[src/rtl/imem_loader.sv]
// Byte-serial program loader: packs low/high byte pairs into instruction words,
// writes them to instruction memory from address 0, then pulses start to the core.
//
// state | meaning
// IDLE  | no session; waiting for load_en
// LO    | waiting for the low byte of the next instruction
// HI    | low byte held; waiting for the high byte, which issues the write
// GO    | load finished cleanly; start pulse is on the output this cycle
module imem_loader #(
   parameter int instr_width = 9,
   parameter int addr_width  = 9,
   parameter int byte_width  = 8
) (
   input  logic                    clk,
   input  logic                    reset,
   input  logic                    load_en,
   input  logic                    in_valid,
   input  logic [byte_width-1:0]   in_data,
   input  logic                    in_last,
   output logic                    in_ready,
   output logic                    wr_en,
   output logic [addr_width-1:0]   wr_addr,
   output logic [instr_width-1:0]  wr_data,
   output logic                    start,
   output logic                    busy,
   output logic                    done,
   output logic                    error,
   output logic [addr_width:0]     word_count
);

   localparam int hi_bits = instr_width - byte_width;

   typedef enum logic [1:0] {IDLE, LO, HI, GO} state_t;

   state_t                  state, state_nx;
   logic [byte_width-1:0]   lo_q;
   logic [addr_width-1:0]   addr_q;
   logic                    xfer;
   logic                    wr_xfer;
   logic                    addr_full;
   logic                    err_nx;

   // in_ready comes from state alone so it never loops back through in_valid
   assign in_ready  = (state == LO) || (state == HI);
   assign xfer      = in_valid && in_ready;
   assign wr_xfer   = xfer && (state == HI);
   assign addr_full = &addr_q;

   always_comb begin
      state_nx = state;
      err_nx   = 1'b0;
      case (state)
         IDLE: begin
            if (load_en) state_nx = LO;
         end
         LO: begin
            if (load_en) begin
               state_nx = LO;
            end else if (xfer) begin
               if (in_last) begin
                  state_nx = IDLE;
                  err_nx   = 1'b1;
               end else begin
                  state_nx = HI;
               end
            end
         end
         HI: begin
            if (load_en) begin
               state_nx = LO;
            end else if (xfer) begin
               if (in_last) begin
                  state_nx = GO;
               end else if (addr_full) begin
                  state_nx = IDLE;
                  err_nx   = 1'b1;
               end else begin
                  state_nx = LO;
               end
            end
         end
         GO: begin
            state_nx = load_en ? LO : IDLE;
         end
         default: state_nx = IDLE;
      endcase
   end

   always_ff @(posedge clk or posedge reset) begin
      if (reset) begin
         state      <= IDLE;
         lo_q       <= '0;
         addr_q     <= '0;
         wr_en      <= 1'b0;
         wr_addr    <= '0;
         wr_data    <= '0;
         start      <= 1'b0;
         busy       <= 1'b0;
         done       <= 1'b0;
         error      <= 1'b0;
         word_count <= '0;
      end else begin
         state <= state_nx;
         busy  <= (state_nx != IDLE);
         wr_en <= 1'b0;
         start <= 1'b0;
         if (xfer && (state == LO)) lo_q <= in_data;
         // a high-byte transfer coinciding with a restart still reaches memory
         if (wr_xfer) begin
            wr_en   <= 1'b1;
            wr_addr <= addr_q;
            wr_data <= {in_data[hi_bits-1:0], lo_q};
         end
         if (load_en) begin
            addr_q     <= '0;
            word_count <= '0;
            done       <= 1'b0;
            error      <= 1'b0;
         end else begin
            if (wr_xfer) begin
               addr_q     <= addr_q + 1'b1;
               word_count <= word_count + 1'b1;
            end
            if (err_nx) error <= 1'b1;
            if (state_nx == GO) begin
               start <= 1'b1;
               done  <= 1'b1;
            end
         end
      end
   end

endmodule

[config.mk]
export PLATFORM = sky130hd
export DESIGN_NAME = imem_loader
export DESIGN_NICKNAME = d
export VERILOG_FILES = /design/src/rtl/imem_loader.sv
export SDC_FILE = /design/constraint.sdc
export NUM_CORES = 1
export LEC_CHECK = 0
export BUFFER_PORTS_ARGS = -buffer_cell sky130_fd_sc_hd__buf_2
export CAP_MARGIN = 20
export CORE_MARGIN = 4
export CORE_UTILIZATION = 58
export CTS_CLUSTER_DIAMETER = 120
export DETAILED_ROUTE_END_ITERATION = 8
export PLACE_DENSITY = 0.84
export SLEW_MARGIN = 20
export SYNTH_ARGS = -nofsm -noshare
export SYNTH_HDL_FRONTEND = slang
export SYNTH_SLANG_ARGS = --single-unit
[constraint.sdc]
create_clock -name clk -period 3.3 [get_ports clk]
set_input_delay 0.165 -clock clk [delete_from_list [all_inputs] [get_ports clk]]
set_output_delay 0.165 -clock clk [all_outputs]
set_load 0.02 [all_outputs]
==> results.sh <==
export IMPL_syn_num_nets=242
export IMPL_wl_per_cell_um=14.2
export IMPL_worstPathArrival_ns=2.54
export IMPL_ys_seq_elements=52
export IMPL_antenna_found_initial=0
export IMPL_finalInstanceArea_sq_um=2640
export IMPL_chipHeight_um=71.0
export IMPL_power_density_nw_per_um2=616
export IMPL_place_area_sq_um=2530
export IMPL_portBuffers=46
export IMPL_period_share_pct=71.6
export IMPL_critPathMaxStageDelay_ns=0.53
export IMPL_synth_cell_types=34
export IMPL_p_leak_nw=1.38
export IMPL_layout_nets=286
export IMPL_timing_rr_end="addr_q[4]$_DFFE_PP0P_"
export IMPL_fmax_mhz=423
export IMPL_dieWidth_um=71.0
export IMPL_wl_mm=4.48
export IMPL_p_int_w=0.00113
export IMPL_yosys_warnings=0
export IMPL_tightest_slew_ns=0.853
export IMPL_synth_edf_count=0
export IMPL_core_sq_um=3740
export IMPL_cts_sinks=52
export IMPL_skew_ns=0.00841
export IMPL_grt_max_degree=53
export IMPL_rows=22
export IMPL_synth_top_area_cell="dfrtp_1"
export IMPL_r2r_slack_ns=0.94
export IMPL_yosysMostFrequentCell="nand2_1"
export IMPL_multiInputGateArea_sq_um=917
export IMPL_p_comb_share_pct=24.5
export IMPL_numCtsBuffers=5
export IMPL_reg2reg_from="state[0]$_DFF_PP0_"
export IMPL_crit_fanout=32
export IMPL_cts_root_buf="clkbuf_8"
export IMPL_ant_nets=0
export IMPL_power_switching_w=0.000502
export IMPL_netlist_area_sq_um=2300
export IMPL_crit_chain="inv_1, ha_1, nand3_4, inv_2, nand4_1, xor2_1, nor2_1"
export IMPL_slowest_stage="inv_2"
export IMPL_hold_viol=9
export IMPL_insertedDiodeCount=0
export IMPL_drc=0
export IMPL_yosysSeqAreaShare_pct=56.6
export IMPL_rsz0062_at_grt="false"
export IMPL_reg2reg_depth=7
export IMPL_synthFlopType="dfrtp_1"
export IMPL_cts_setup_buffers=0
export IMPL_status="complete, but fails checks"
export IMPL_n_fill_cell=293
export IMPL_crit_required_ns=3.48
export IMPL_yosys_top_cells_count="nand2_1 (67), dfrtp_1 (52), nor2_1 (15)"
export IMPL_clk_pin_slew_ns=0.09
export IMPL_violations="negative hold slack"
export IMPL_cts_repair_resized=0
export IMPL_switching_share_pct=30.8
export IMPL_synthCells=222
export IMPL_clk_latency_ns=0.31
export IMPL_drv_slew=0
export IMPL_syn_to_final_growth_pct=15.0
export IMPL_end_kind="flop"
export IMPL_netlist_area_leader_share_pct=56.6
export IMPL_final_setup_tns_ns=0
export IMPL_max_cap_viol_count=0
export IMPL_hp_class="input pin to asynchronous set/reset pin"
export IMPL_clockBufferDepth=2
export IMPL_hold_buffers=0
export IMPL_peakVddDrop_v=0.000380
export IMPL_overflow=0
export IMPL_seq_area_sq_um=1300
export IMPL_routed_via_density=5.42
export IMPL_slew_headroom_pct=43.1
export IMPL_htree_levels=2
export IMPL_synth_area_leaders="dfrtp_1 (57%), nand2_1 (11%), mux2_2 (3.9%)"
export IMPL_vias=1706
export IMPL_initial_core_util_pct=61.4
export IMPL_dp_hpwl_mm=3.02
export IMPL_grt_pass1_vias=1725
export IMPL_num_io_pins=47
export IMPL_grt_first_pass_wirelength_mm=7.56
export IMPL_hold_ws_ns=-0.00721
export IMPL_layout_drive_gt1_share_pct=25.8
export IMPL_timing_final_setup_violations=0
export IMPL_avgSynthCellArea_sq_um=10.4
export IMPL_tritoncts="done"
export IMPL_firstDrtPassIters=4
export IMPL_dr_first_iter_drc_count=141
export IMPL_period_minus_slack_ns=2.36
export IMPL_clkPwrFrac_pct=26.4
export IMPL_criticalPathCategory="flop to flop"
export IMPL_seqPwrFrac_pct=49.1
export IMPL_gp_congestion=0.729
export IMPL_startpoint_type="flop"
export IMPL_dieArea_sq_um=5040
export IMPL_async_flop_share_pct=100
export IMPL_crit_buf_inv=2
export IMPL_grt_usage_pct=18.9
export IMPL_crit_family="buffers and inverters"
power groups by stage:
stage                     Combinational (W)  Sequential (W)  Clock (W)
after floorplan                    0.000230        0.000865          0
after global routing               0.000439        0.000813   0.000457
after detailed placement           0.000402        0.000813          0
after CTS                          0.000405        0.000800   0.000433
after global placement             0.000390        0.000809          0
final                              0.000399        0.000801   0.000430
metal layers:
layer  global-route usage [%]  wire length (um)  up-vias
met5                        0                 0        -
met4                     7.10                75        0
met3                     3.69               181        9
met2                     33.7              2320       35
met1                     22.4              1900      848
li1                         -                 -      814
worst max path at each step:
stage	startpoint	to	slack (ns)	depth (start not counted)
global placement	state[0]$_DFF_PP0_	word_count[9]$_DFFE_PP0P_	1.10	7
global route	state[1]$_DFF_PP0_	word_count[9]$_DFFE_PP0P_	0.73	7
finish	state[0]$_DFF_PP0_	addr_q[4]$_DFFE_PP0P_	0.94	7
CTS	state[0]$_DFF_PP0_	addr_q[4]$_DFFE_PP0P_	0.96	7
detailed placement	state[0]$_DFF_PP0_	addr_q[4]$_DFFE_PP0P_	0.99	7
floorplan	state[0]$_DFF_PP0_	word_count[8]$_DFFE_PP0P_	1.61	7
sequential cells by signal, indices dropped and copies added (netlist names):
name and flops:
lo_q 8, start 1, done 1, busy 1, wr_data 9, addr_q 9, word_count 10, wr_addr 9
error 1, wr_en 1, state 2
area by class of cell:
| class | instances | share of cell area, % |
|---|---|---|
| clock buffer | 6 | 2.74 |
| multi-input combinational | 154 | 34.7 |
| clock inverter | 2 | 1.33 |
| tap | 48 | 2.27 |
| sequential | 52 | 49.2 |
| inverter | 7 | 1.04 |
| timing repair buffer | 46 | 8.71 |
logic make-up after synthesis:
group                      Yosys count  share of synthesized area, %
and+or+nand+nor                    107                          21.8
muxes                                9                          4.35
AOI/OAI and AO/OA                   17                          4.62
buffers and inverters               16                          3.54
DFF                                 52                          56.6
adders and majority gates            7                          3.81
xor gates and xnor gates            14                          5.33
worst register-to-register path: stages (launching register included):
cell and delay (ns):
dfrtp_1 0.39, inv_1 0.09, ha_1 0.42, nand3_4 0.35, inv_2 0.54, nand4_1 0.21
xor2_1 0.18, nor2_1 0.06
through the flow:
step	utilization [%]	instances	power, W	setup slack (ns)
after floorplan	-	222	0.00110	1.61
after global placement	67.7	307	0.00120	1.10
after detailed placement	67.7	307	0.00121	0.988
after CTS	70.6	315	0.00164	0.958
after global routing	70.6	315	0.00171	0.725
final	70.6	315	0.00163	0.937
layout by cell type (no fill, tap or decap):
cell type and count:
a21o_1 2, a21oi_1 6, xor2_1 7, bufinv_16 1, nand4_1 3, nand4b_1 1
a2bb2oi_1 1, mux2i_1 1, dfrtp_1 52, inv_2 1, a221oi_1 1, nor3b_2 1
and4_1 2, and3_1 1, clkbuf_8 5, xnor2_1 7, clkbuf_1 1, nand2_1 67
nor3_2 3, nor3_1 1, nor4_2 1, o22ai_1 1, nand3_1 6, or3_1 2
o21ai_0 4, mux2_2 8, nand3_4 1, or2_0 1, buf_2 46, a41oi_1 1
inv_1 5, nor2_1 15, ha_1 7, clkinv_2 2, o41ai_1 1, nand3b_1 2
(Power assumes the default switching activity.)
